File: src/rtl/trap_controller.sv
// rtl/trap_controller.sv - trap entry/exit sequencer: latch, prioritise, drain, strobe cause to CP0.
// Optional preemption timer is built only when TRAP_TIMER_PREEMPT_EN is defined.
module trap_controller #(
  parameter int TIMER_W      = 16,
  parameter int DRAIN_CYCLES = 2
) (
  input  logic               clk,
  input  logic               reset,
  input  logic               kernel_mode,
  input  logic               exit_kernel,
  input  logic               syscall_req,
  input  logic               ovf_req,
  input  logic               timer_load,
  input  logic [TIMER_W-1:0] timer_value,
  output logic [2:0]         int_cause,
  output logic               cause_write,
  output logic               flush_pipe,
  output logic               stall_f,
  output logic [2:0]         pending,
  output logic [TIMER_W-1:0] timer_count
);

  typedef enum logic [1:0] {IDLE, DRAIN, TRAP, KERNEL} state_e;

  localparam logic [2:0] CAUSE_SYS = 3'b001;
  localparam logic [2:0] CAUSE_OVF = 3'b010;
  localparam logic [2:0] CAUSE_TMR = 3'b011;
  localparam logic [3:0] DRAIN_INIT = 4'(DRAIN_CYCLES - 1);

  state_e     state_q, state_d;
  logic [3:0] drain_q, drain_d;
  logic [2:0] cause_q, cause_d;
  logic       cw_q, cw_d;
  logic [2:0] pending_q, pending_d;
  logic [2:0] clr;
  logic [2:0] win;
  logic       timer_fire;

`ifdef TRAP_TIMER_PREEMPT_EN
  logic [TIMER_W-1:0] slice_q, slice_d;
  logic [TIMER_W-1:0] count_q, count_d;

  // A load overrides a same-cycle decrement, including its reload/fire.
  always_comb begin
    slice_d    = slice_q;
    count_d    = count_q;
    timer_fire = 1'b0;
    if (timer_load) begin
      slice_d = timer_value;
      count_d = timer_value;
    end else if (state_q == IDLE && kernel_mode && count_q != '0) begin
      if (count_q == TIMER_W'(1)) begin
        timer_fire = 1'b1;
        count_d    = slice_q;
      end else begin
        count_d = count_q - TIMER_W'(1);
      end
    end
  end

  always_ff @(posedge clk or negedge reset) begin
    if (!reset) begin
      slice_q <= '0;
      count_q <= '0;
    end else begin
      slice_q <= slice_d;
      count_q <= count_d;
    end
  end

  assign timer_count = count_q;
`else
  logic unused_timer;
  assign unused_timer = ^{timer_load, timer_value};
  assign timer_fire   = 1'b0;
  assign timer_count  = '0;
`endif

  always_comb begin
    win = 3'b000;
    if (pending_q[1])      win = CAUSE_OVF;
    else if (pending_q[0]) win = CAUSE_SYS;
    else if (pending_q[2]) win = CAUSE_TMR;
  end

  always_comb begin
    state_d = state_q;
    drain_d = drain_q;
    cause_d = cause_q;
    cw_d    = 1'b0;
    clr     = 3'b000;
    case (state_q)
      IDLE: begin
        if (kernel_mode && pending_q != 3'b000) begin
          state_d = DRAIN;
          drain_d = DRAIN_INIT;
          cause_d = win;
        end
      end
      DRAIN: begin
        if (drain_q == 4'd0) begin
          state_d = TRAP;
          cw_d    = 1'b1;
        end else begin
          drain_d = drain_q - 4'd1;
        end
      end
      TRAP: begin
        state_d = KERNEL;
        clr[0]  = (cause_q == CAUSE_SYS);
        clr[1]  = (cause_q == CAUSE_OVF);
        clr[2]  = (cause_q == CAUSE_TMR);
      end
      KERNEL: begin
        if (exit_kernel) state_d = IDLE;
      end
      default: state_d = IDLE;
    endcase
    // Fresh requests are OR-ed after the clear so a same-edge repeat stays pending.
    pending_d = (pending_q & ~clr) | {timer_fire, ovf_req, syscall_req};
  end

  always_ff @(posedge clk or negedge reset) begin
    if (!reset) begin
      state_q   <= IDLE;
      drain_q   <= 4'd0;
      cause_q   <= 3'b000;
      cw_q      <= 1'b0;
      pending_q <= 3'b000;
    end else begin
      state_q   <= state_d;
      drain_q   <= drain_d;
      cause_q   <= cause_d;
      cw_q      <= cw_d;
      pending_q <= pending_d;
    end
  end

  assign int_cause   = cause_q;
  assign cause_write = cw_q;
  assign pending     = pending_q;
  assign flush_pipe  = (state_q == DRAIN);
  assign stall_f     = (state_q == DRAIN) || (state_q == TRAP);

endmodule

File: config.mk
export PLATFORM = sky130hd
export DESIGN_NAME = trap_controller
export DESIGN_NICKNAME = d
export VERILOG_FILES = /design/src/rtl/trap_controller.sv
export SDC_FILE = /design/constraint.sdc
export NUM_CORES = 1
export LEC_CHECK = 0
export BUFFER_PORTS_ARGS = -buffer_cell sky130_fd_sc_hd__buf_2
export CAP_MARGIN = 25
export CORE_MARGIN = 3
export CORE_UTILIZATION = 40
export CTS_BUF_LIST = sky130_fd_sc_hd__clkbuf_16
export DETAILED_ROUTE_END_ITERATION = 10
export PLACE_DENSITY = 0.79
export SLEW_MARGIN = 20
export SYNTH_ARGS = -nofsm -noshare
export SYNTH_HDL_FRONTEND = slang
export SYNTH_SLANG_ARGS = --single-unit
File: constraint.sdc
create_clock -name clk -period 1.9 [get_ports clk]
set_input_delay 0.38 -clock clk [delete_from_list [all_inputs] [get_ports clk]]
set_output_delay 0.38 -clock clk [all_outputs]
set_load 0.005 [all_outputs]
== Yosys cells after proc, flatten, opt, wreduce, memory -nomap -nowiden ==
Cells that the tools add are included.
Cells by class
  $add $sub $neg: 1
  $lt $le $gt $ge: 0
  bitwise logic cells: 3
  reduce and logical (&&, ||, !) cells: 9
  equal/unequal tests: 10
  shift operators: 0
  multiplexer cells: 13
  divide/modulo/power cells: 0
  $mul: 0
Operators by type and width (number)
  2-to-1 mux 2 bit: 5
  2-to-1 mux 4 bit: 2
  one-hot mux 2 bit (4 select lines): 1
  one-hot mux 4 bit (2 select lines): 1
  == test 3 x 2 -> 1 bit, second input constant: 2
  2-to-1 mux 3 bit: 2
  inequality test 2 bit, second input constant: 3
  AND reduction 3 bit: 2
  == test 2 bit, second input constant: 2
  logical NOT 4 bit: 1
  subtractor 4 x 1 -> 4 bit, second input constant: 1
  bitwise AND 3 bit: 1
  == test 3 x 1 -> 1 bit, second input constant: 1
  inverter 3 bit: 1
  bitwise OR 3 x 2 -> 3 bit: 1
  nonzero test 3 bit: 1
  == test 2 x 1 -> 1 bit, second input constant: 1
  logical NOT 2 bit: 1
  2-to-1 mux 1 bit: 2
  inequality test 2 x 1 -> 1 bit, second input constant: 1
  AND reduction 2 bit: 1
  nonzero test 2 bit: 1
  logical AND 1 bit: 1
  logical OR 1 bit: 1
Storage, ports and cells
  RAM bits: 0
  memories: 0
  bits in read-only memories: 0
  bits in latches: 0
  bits of input ports: 23
  register bits after elaboration: 13
  word-level logic and storage cells: 41

== Longest topological paths before layout ==
Gate-level depths: netlist of run 1.
  depth after elaboration: 5
  gate-level depth with buffers: 6

== Worst setup path after synthesis of run 1 ==
Ideal clock, no wire load.
  path kind: flip-flop to flip-flop
  start point: register drain_q[0]
  end point: register state_q[1]
  setup time: 0.125 ns
  required time: 1.775 ns
  slack: 0.217 ns
  arrival: 1.558 ns
  cell stages (with the launch flop): 7
  cell sequence: dfrtp_1 inv_1 ha_1 nor3b_2 nor2b_1 a211o_1 mux2_4
Between the ends
  word-level cells in the longest chain between the ends: 3
Ends and longest elaborated chain
  start: declaration: line 31  | logic [3:0] drain_q, drain_d;
  start signal: assignment: line 132  | drain_q <= drain_d;
  logical NOT 4 bit: line 101  | if (drain_q == 4'd0) begin
  inequality test 2 x 1 -> 1 bit (no line)
  AND reduction 3 bit (no line)
  end signal: assignment: line 131  | state_q <= state_d;
  end: declaration: line 30  | state_e state_q, state_d;
Every way passes these cells.
A chain may end at the register's enable or synchronous reset.

== Worst setup path in the final report of run 1 ==
  start point: register state_q[1]
  end point: register state_q[1]
Between the ends
  word-level cells in the longest chain between the ends: 3
Ends and longest elaborated chain
  == test 2 x 1 -> 1 bit (tied with other cells): line 92  | case (state_q)
  inequality test 2 x 1 -> 1 bit (no line) or inequality test 2 bit (tied branches)
  AND reduction 3 bit (no line)
Several ways; a longest one is shown, not always the timed one.

==> results by group, run 1 <==
Flow run
  • Max-cap viol count: 0

Floorplanning
  • Core area: about 0.0018 mm2
  • Die width: a little over 50 um
  • Initial core utilization: 44.69%
  • Die Y: 51.34 um
  • IO Count: 48
  • Die area: 0.002635 mm2
  • Site Rows: 15

STA
  • Setup TNS Final: 0 ps
  • Fmax: around 570 MHz
  • RSZ-0062 raised after global routing: no
  • Slew Limit Fails: 0
  • # setup viols final: 0
  • Minimum clock period: ~1800 ps
  • Tcrit/Tclk final: 93.04%
  • Final Hold Fails: 0
  • Hold slack: 16.25 ps
  • Clock Skews: around 0.37 ps

Min path
  • Worst Hold Class: input pin to async pin

Detailed routing
  • Vias: 595
  • DR WL/cell: roughly 12 um
  • Routed vias/inst: approximately 4.8
  • Final ANT Viol Nets: 0
  • # DRC: 0
  • DRT Wirelength: 1488 um
  • Detailed Routing Iterations Pass 1: 2
  • First-iteration detailed-routing DRC count: 6

Placed design
  • Hpwl dp: between 1000 and 1500 um
  • Port Buffers: 13
  • GPL Wtd Cong: roughly 0.85

Logic synthesis
  • #FFs+latches synth: 12
  • Post-synth top area share: 36.53%
  • Synth top area cells: dfrtp_1 37%, buf_4 16%, ha_1 11%, inv_1 3.2%, a211o_1 3.2%
  • Number of flops mapped to enable cells by yosys: 0
  • Post-Syn Instances: 85
  • Post-synth top area cell: dfrtp_1
  • Synth async-reset ratio: 100.0%
  • Mean Syn Cell Area: between 9 and 10 um2
  • Dominant synthesized flop cell: dfrtp_1
  • Synthesized area: between 800 and 900 um2
  • Yosys warning count: 0
  • Combinational family with the most area after synthesis: buffers and inverters
  • Post-synthesis cell type count: 30
  • Sequential area share after synthesis: about 37%
  • XOR/XNOR Fraction of Synth Area: 0%
  • Complex-gate fraction of the synthesized area: 15.83%
  • Post-synthesis mux area share: 3.044%
  • Post-Synth Adder-Cell Area: around a tenth
  • Simple-Gate Fraction of Synth Area: 12.94%

Layout
  • Post-layout nets: between 100 and 150
  • Layout cells sized above 1: between 20% and 30%
  • Diodes inserted: 0
  • Most frequent cells in the layout: 17 x conb_1, 13 x buf_2, 12 x dfrtp_1
  • Area delta synth->final: 12.63%
  • Most common cell after layout, fill and taps aside: conb_1

Global routing
  • Vias in the first global route: about 530
  • Total grt overflow: 0
  • Largest net degree at the start of global routing: 13
  • GRT Total Usage: between 10% and 20%
  • First-pass GRT wire length: about 2300 um
  • Initial antenna violation count: 0

Critical path
  • CP peak stage delay: slightly below 400 ps
  • Crit path kind: flop to flop
  • CP Data Required Time: just over 2000 ps
  • Crit Path Max Fanout: 6
  • Critical Path End Type: flop
  • Startpoint Class: flop
  • CP Buf/Inv Count: 1
  • CP max stage cell: dfrtp_1
  • CP top delay family: flip-flops
  • Crit path DAT: between 1500 and 2000 ps
  • Critical path, cell by cell: inv_1, ha_1, and2_1, a211o_1, mux2_4

Clocking
  • Post-CTS Resized: 0
  • CTS Hold Bufs: 0
  • Clk sinks: 12
  • Worst-path clk slew: ~40 ps
  • Cts bufs inserted: 3
  • Clk_lat worst skew: roughly 230 ps
  • CTS tree: built
  • CTS max path bufs: 2
  • Post-CTS setup buffer count: 0
  • H-tree Lvls: 1
  • CTS root buf: clkbuf_16

Power
  • Cell area power density: approximately 1600 mW/mm2
  • Max VDD drop: 1.025 mV
  • Leak pwr: 0.4732 nW

Outcome
  • Status: complete, no violations
## logic make-up after synthesis
group	after synthesis
multiplexers	2
buffers and inverters	26
adder cells (fa/ha/maj)	7
other	1
flip-flops	12
AND/OR/NAND/NOR	19
AO/OA/AOI/OAI	18
## cells in the mapped netlist, types with 2 or more instances
cell type   n
nand2_1     4
a22o_1      2
a31oi_1     4
inv_1       7
a21oi_1     2
nor2_1      4
buf_4      17
a211o_1     3
o31ai_1     3
dfrtp_1    12
ha_1        7
and2_1      2
## power breakdown
part,leakage (nW),switching [mW],internal [mW]
Combinational,0.294,0.344,0.327
Clock,0.0370,0.0927,0.272
Sequential,0.142,0.100,0.353
## metal layers
layer | up-vias | GRT usage, % | routed length (um)
met4 | 0 | 1.310 | 0
met5 | - | 0 | 0
met3 | 0 | 5.539 | 106
met2 | 20 | 20.39 | 775
li1 | 287 | - | -
met1 | 288 | 13.61 | 606
## area by class of cell
cell class	instances	area, um2
fillers	183	913.4
multi-input cells	63	412.9
flip-flops and latches	12	300.3
repair buffers	15	80.08
clock buffers	3	75.07
well taps	25	31.28
inverters	7	26.28
## path summary, 6_finish.rpt
| check | from | to | slack [ps] | cells after the start |
|---|---|---|---|---|
| max | state_q[1]$_DFFE_PN0P_ | state_q[1]$_DFFE_PN0P_ | 130 | 5 |
| min | reset | pending[1]$_DFF_PN0_ | 20 | 1 |
| max reg2reg | state_q[1]$_DFFE_PN0P_ | state_q[1]$_DFFE_PN0P_ | 130 | 5 |
| min reg2reg | int_cause[0]$_DFFE_PN0P_ | pending[2]$_DFF_PN0_ | 530 | 1 |
| max in group asynchronous | reset | drain_q[0]$_DFFE_PN0P_ | 1670 | 1 |
| min in group clk | ovf_req | pending[1]$_DFF_PN0_ | 330 | 2 |
## state kept, by name (all words and copies together) (netlist names)
signal and flops:
drain_q 4, cause_write 1, pending 3, state_q 2
int_cause 2
## through the flow
step | std cells | power [mW] | setup WS [ps] | cell area [um2] | utilization (%)
6_report | 125 | 1.489 | 132.3 | 925.9 | 50.34
5_1_grt | 125 | 1.618 | 65.01 | 925.9 | 50.34
4_1_cts | 125 | 1.507 | 128.4 | 925.9 | 50.34
3_5_place_dp | 122 | 1.127 | 148.4 | 850.8 | 46.26
3_3_place_gp | 122 | 1.087 | 210.3 | 850.8 | 46.26
2_1_floorplan | 101 | 0.9462 | 216.9 | 882.1 | -
(Power assumes the default switching activity.)
==> run 2, diff against run 1 <==
- CORE_MARGIN: 3 -> 5
==> run 2 against run 1 <==
Critical path depth unchanged. Non-clock buffer count unchanged. Wire length down 3.4%. Largest power group unchanged. First-iteration DRC count up 50%. Cell count up 1.6%. Design area up 0.27%. Combinational power down 2%. Count of clock-buffer cells in the layout unchanged. Total power down 0.26%. Hold slack worse by 1.7 ps.
==> results by group, run 2 (same netlist as run 1, synthesis figures left out) <==
Outcome
  • Status: complete, no violations

Detailed routing
  • Detailed Routing Iterations Pass 1: 3 (+1)
  • Final ANT Viol Nets: 0 (unchanged)
  • First-iteration detailed-routing DRC count: 9 (+3)
  • DR WL/cell: 11.32 um (-4.9%)
  • DRT Wirelength: 1438 um (-3.4%)
  • Vias: 587 (-1.3%)
  • # DRC: 0 (unchanged)
  • Routed vias/inst: 4.622 (-2.9%)

Layout
  • Most common cell after layout, fill and taps aside: conb_1
  • Post-layout nets: 132 (unchanged)
  • Filler cells: 210 (+15%)
  • Design Area, Final: 928.4 um2 (+0.27%)
  • Layout cells sized above 1: 21.00% (unchanged)
  • Core Util, Final: 47.32% (-3.0 points)
  • Max FFs per register: 4 (unchanged)
  • Area delta synth->final: 12.94%
  • Diodes inserted: 0 (unchanged)
  • Most frequent cells in the layout: 17 x conb_1, 13 x buf_2, 12 x dfrtp_1
  • Register name with the most flops: drain_q

Clocking
  • Post-CTS Resized: 0 (unchanged)
  • H-tree Lvls: 1 (unchanged)
  • CTS max path bufs: 2 (unchanged)
  • Clk sinks: 12 (unchanged)
  • Clk_lat worst skew: 240 ps (about the same)
  • CTS Hold Bufs: 0 (unchanged)
  • Cts bufs inserted: 3 (unchanged)
  • CTS root buf: clkbuf_16
  • CTS tree: built
  • Worst-path clk slew: 40 ps (about the same)
  • Post-CTS setup buffer count: 0 (unchanged)

Critical path
  • Crit path kind: flop to flop
  • Crit path DAT: 1840 ps (-40 ps)
  • Crit Path Max Fanout: 6 (unchanged)
  • CP Data Required Time: 2020 ps (about the same)
  • Startpoint Class: flop
  • Critical Path End Type: flop
  • Crit path to: state_q[1]$_DFFE_PN0P_
  • R2r startpoint: state_q[0]$_DFFE_PN0P_
  • Reg2reg path depth: 5 (unchanged)
  • Worst R2R Setup Slack: 180 ps (+50 ps)
  • Crit path from: state_q[0]$_DFFE_PN0P_
  • Reg-to-reg critical path endpoint: state_q[1]$_DFFE_PN0P_

STA
  • Fmax: 580.8 MHz (+2.7%)
  • RSZ-0062 raised after global routing: no
  • Final Hold Fails: 0 (unchanged)
  • # setup viols final: 0 (unchanged)
  • Minimum clock period: 1722 ps (-45.91 ps)
  • Setup TNS Final: 0 ps (unchanged)
  • Tcrit/Tclk final: 90.62% (-2.4 points)
  • Slew Limit Fails: 0 (unchanged)
  • Clock Skews: 2.777 ps (+2.403 ps)

Min path
  • Worst Hold Class: input pin to async pin

Placed design
  • Hpwl dp: 1151 um (+0.79%)
  • Port Buffers: 13 (unchanged)
  • Placed Area: 853.3 um2 (+0.29%)
  • GPL Wtd Cong: 0.7893 (-7.2%)

Power
  • Max VDD drop: 1.033 mV (+0.75%)
  • Combinational power share: 44.4% (-0.6 points)
  • Sequential power share: 30.6% (+0.2 points)
  • Clock network fraction of total power: 25.0% (+0.5 points)
  • P_sw: 0.5337 mW (-0.56%)
  • Switching Share: 35.93% (-0.11 points)
  • Cell area power density: 1600 mW/mm2 (-0.53%)
  • Leak pwr: 0.4732 nW (unchanged)
  • P_int: 0.9517 mW (about the same)
  • Total Power: 1.485 mW (-0.26%)

Floorplanning
  • Die width: 55.34 um (+7.8%)
  • IO Count: 48 (unchanged)
  • Die Y: 55.34 um (+7.8%)
  • Core area: 0.001962 mm2 (+6.7%)
  • Site Rows: 16 (+1)
  • Die area: 0.003062 mm2 (+16%)
  • Initial core utilization: 41.90% (-2.8 points)

Global routing
  • GRT met1 Usage: 11.70% (-1.9 points)
  • First-pass GRT wire length: 2415 um (+5.5%)
  • Most Crowded Layer GR: met2
  • Largest net degree at the start of global routing: 13 (unchanged)
  • GRT Total Usage: 9.826% (-1.9 points)
  • Total grt overflow: 0 (unchanged)
  • Vias in the first global route: 561 (+5.3%)
  • Initial antenna violation count: 0 (unchanged)
  • Met3 usage: 4.895% (-0.64 points)
  • Grt met2 use: 15.37% (-5.0 points)

Flow run
  • Max-cap viol count: 0 (unchanged)
==> run 2: through the flow <==
step | worst slack [ps] | hold slack [ps] | instances
floorplan | 216.9 | 84.41 | 101
global placement | 212.0 | 274.9 | 124
detailed placement | 176.3 | 275.1 | 124
CTS | 159.2 | 23.79 | 127
global route | 61.81 | 33.07 | 127
finish | 178.2 | 14.54 | 127
==> run 2: worst min path at each step <==
| stage | from | endpoint | slack (ps) | depth (start not counted) |
|---|---|---|---|---|
| after floorplan | reset | cause_write$_DFF_PN0_ | 80 | 0 |
| after detailed placement | reset | drain_q[3]$_DFFE_PN0P_ | 280 | 1 |
| after global routing | reset | state_q[0]$_DFFE_PN0P_ | 30 | 1 |
| after CTS | reset | drain_q[3]$_DFFE_PN0P_ | 20 | 1 |
| final | reset | drain_q[3]$_DFFE_PN0P_ | 10 | 1 |
| after global placement | reset | drain_q[3]$_DFFE_PN0P_ | 270 | 1 |
==> run 2: layout make-up <==
type	count	area, um2	area share, %
flip-flops and latches	12	300.3	32.35
well taps	27	33.78	3.639
repair buffers	15	80.08	8.625
clock buffers	3	75.07	8.086
multi-input cells	63	412.9	44.47
inverters	7	26.28	2.830
==> run 2: layer usage <==
layer  vias to the layer above  part of all wire, %
li1                        287                    -
met3                         0                  6.3
met4                         0                    0
met2                        14                   52
met1                       286                   42
met5                         -                    0
==> run 2: power by group through the flow <==
| stage | sequential (mW) | clock (mW) | combinational [mW] |
|---|---|---|---|
| after floorplan | 0.438 | 0 | 0.508 |
| after global placement | 0.449 | 0 | 0.638 |
| after detailed placement | 0.457 | 0 | 0.668 |
| after CTS | 0.454 | 0.381 | 0.672 |
| after global routing | 0.472 | 0.395 | 0.749 |
| final | 0.455 | 0.372 | 0.659 |
==> run 2: worst max-delay path, cell delays in order, from the launching register on <==
cell and delay [ps]:
dfrtp_1 360, inv_1 100, ha_1 270, and2_1 230
a211o_1 330, mux2_4 310
==> run 3, diff against run 2 <==
- CORE_ASPECT_RATIO: not set -> 1.4
==> run 3 against run 2 <==
Design area is 0.40% lower. Register-to-register slack is essentially flat. Sequential share of layout area grew 0.13 points. First-iteration DRC count decreased by 89%. Count of clock-buffer cells in the layout unchanged. Critical path type unchanged. Highest routed layer is now met4.
==> results by group, run 3 (same netlist as run 1, synthesis figures left out) <==
Detailed routing
  • DR WL/cell: 12.25 um (+8.2%)
  • First-iteration detailed-routing DRC count: 1 (-8)
  • Routed vias/inst: 4.852 (+5.0%)
  • Final ANT Viol Nets: 0 (unchanged)
  • DRT Wirelength: 1494 um (+3.9%)
  • # DRC: 0 (unchanged)
  • Detailed Routing Iterations Pass 1: 2 (-1)
  • Vias: 592 (+0.85%)

Placed design
  • Hpwl dp: 1184 um (+2.8%)
  • Port Buffers: 13 (unchanged)
  • GPL Wtd Cong: 0.7679 (-2.7%)
  • Pre-CTS setup slack: 178.0 ps (+1.709 ps)
  • Cells after DPL: 118 (-4.8%)

STA
  • Final setup margin: 184.1 ps (+5.889 ps)
  • RSZ-0062 raised after global routing: no
  • Clock Skews: 4.823 ps (+2.046 ps)
  • Final Hold Fails: 0 (unchanged)
  • # setup viols final: 0 (unchanged)
  • Setup TNS Final: 0 ps (unchanged)
  • Fmax: 582.8 MHz (+0.34%)
  • Minimum clock period: 1716 ps (-5.889 ps)
  • Tcrit/Tclk final: 90.31% (-0.31 points)
  • Slew Limit Fails: 0 (unchanged)

Clocking
  • Cts bufs inserted: 3 (unchanged)
  • CTS max path bufs: 2 (unchanged)
  • Post-CTS setup buffer count: 0 (unchanged)
  • CTS Hold Bufs: 0 (unchanged)
  • CTS tree: built
  • H-tree Lvls: 1 (unchanged)
  • Clk_lat worst skew: 240 ps (about the same)
  • Clk sinks: 12 (unchanged)
  • CTS root buf: clkbuf_16
  • Worst-path clk slew: 50 ps (about the same)
  • Post-CTS Resized: 0 (unchanged)

Layout
  • Post-layout nets: 132 (unchanged)
  • Area delta synth->final: 12.48%
  • Most frequent cells in the layout: 17 x conb_1, 13 x buf_2, 12 x dfrtp_1
  • Max FFs per register: 4 (unchanged)
  • Layout cells sized above 1: 20.79% (-0.21 points)
  • Diodes inserted: 0 (unchanged)
  • Register name with the most flops: drain_q
  • Filler cells: 191 (-9.0%)
  • Fin cells: 122 (-3.9%)
  • Most common cell after layout, fill and taps aside: conb_1

Flow run
  • Max-cap viol count: 0 (unchanged)

Min path
  • Worst Hold Class: input pin to async pin

Power
  • Leak pwr: 0.4748 nW (+0.33%)
  • Total Power: 1.500 mW (+0.96%)
  • Cell area power density: 1622 mW/mm2 (+1.4%)
  • Max VDD drop: 1.023 mV (-0.93%)

Global routing
  • Vias in the first global route: 585 (+4.3%)
  • GRT Total Usage: 10.98% (+1.2 points)
  • Total grt overflow: 0 (unchanged)
  • Initial antenna violation count: 0 (unchanged)
  • Largest net degree at the start of global routing: 13 (unchanged)
  • First-pass GRT wire length: 2573 um (+6.5%)

Critical path
  • Crit Path Max Fanout: 6 (unchanged)
  • R2r startpoint: state_q[0]$_DFFE_PN0P_
  • Crit path DAT: 1840 ps (about the same)
  • Crit path from: state_q[0]$_DFFE_PN0P_
  • CP Data Required Time: 2030 ps (about the same)
  • Crit path kind: flop to flop
  • Critical Path End Type: flop
  • Startpoint Class: flop

Floorplanning
  • Site Rows: 19 (+3)
  • Initial core utilization: 41.66% (-0.24 points)
  • Die Y: 63.64 um (+15%)
  • Die width: 48.32 um (-13%)
  • IO Count: 48 (unchanged)
  • Die area: 0.003075 mm2 (+0.42%)
  • Core area: 0.001973 mm2 (+0.57%)

Outcome
  • Status: complete, no violations
==> run 3: area by class of cell <==
cell class,instances,area (um2),share of cell area (%)
inverters,7,26.28,2.842
flip-flops and latches,12,300.3,32.48
clock inverters,1,3.754,0.4060
well taps,21,26.28,2.842
clock buffers,3,75.07,8.119
multi-input cells,63,412.9,44.65
repair buffers,15,80.08,8.660
==> run 3: final timing paths <==
check	cells past startpoint	to	slack (ps)
setup / recovery	5	state_q[1]$_DFFE_PN0P_	180
hold / removal	1	pending[0]$_DFF_PN0_	10
setup reg to reg	5	state_q[1]$_DFFE_PN0P_	180
min in group clk	2	pending[0]$_DFF_PN0_	310
max in group asynchronous	1	int_cause[1]$_DFFE_PN0P_	1660
hold reg to reg	1	pending[2]$_DFF_PN0_	540
==> run 3: critical path: stages (launching register included) <==
cell and delay [ps]:
dfrtp_1 370, inv_1 100, ha_1 280, and2_1 220
a211o_1 330, mux2_4 310
==> run 3: per-layer routing <==
layer	GRT usage (%)	wire (um)
met5	0	0
met4	10.73	63
met3	3.774	88
met2	17.48	814
met1	10.60	527
==> run 3: report_power, final <==
part           switching [mW]  total (mW)  internal, mW
Sequential             0.0980       0.451         0.353
Clock                   0.115       0.392         0.277
Combinational           0.330       0.656         0.327
==> run 3: through the flow <==
step | cell area (um2) | util, % | hold slack (ps)
2_1_floorplan | 882.1 | - | 84.41
3_3_place_gp | 845.8 | 42.87 | 271.0
3_5_place_dp | 845.8 | 42.87 | 276.4
5_1_grt | 924.6 | 46.86 | 30.03
4_1_cts | 924.6 | 46.86 | 20.06
6_report | 924.6 | 46.86 | 12.68
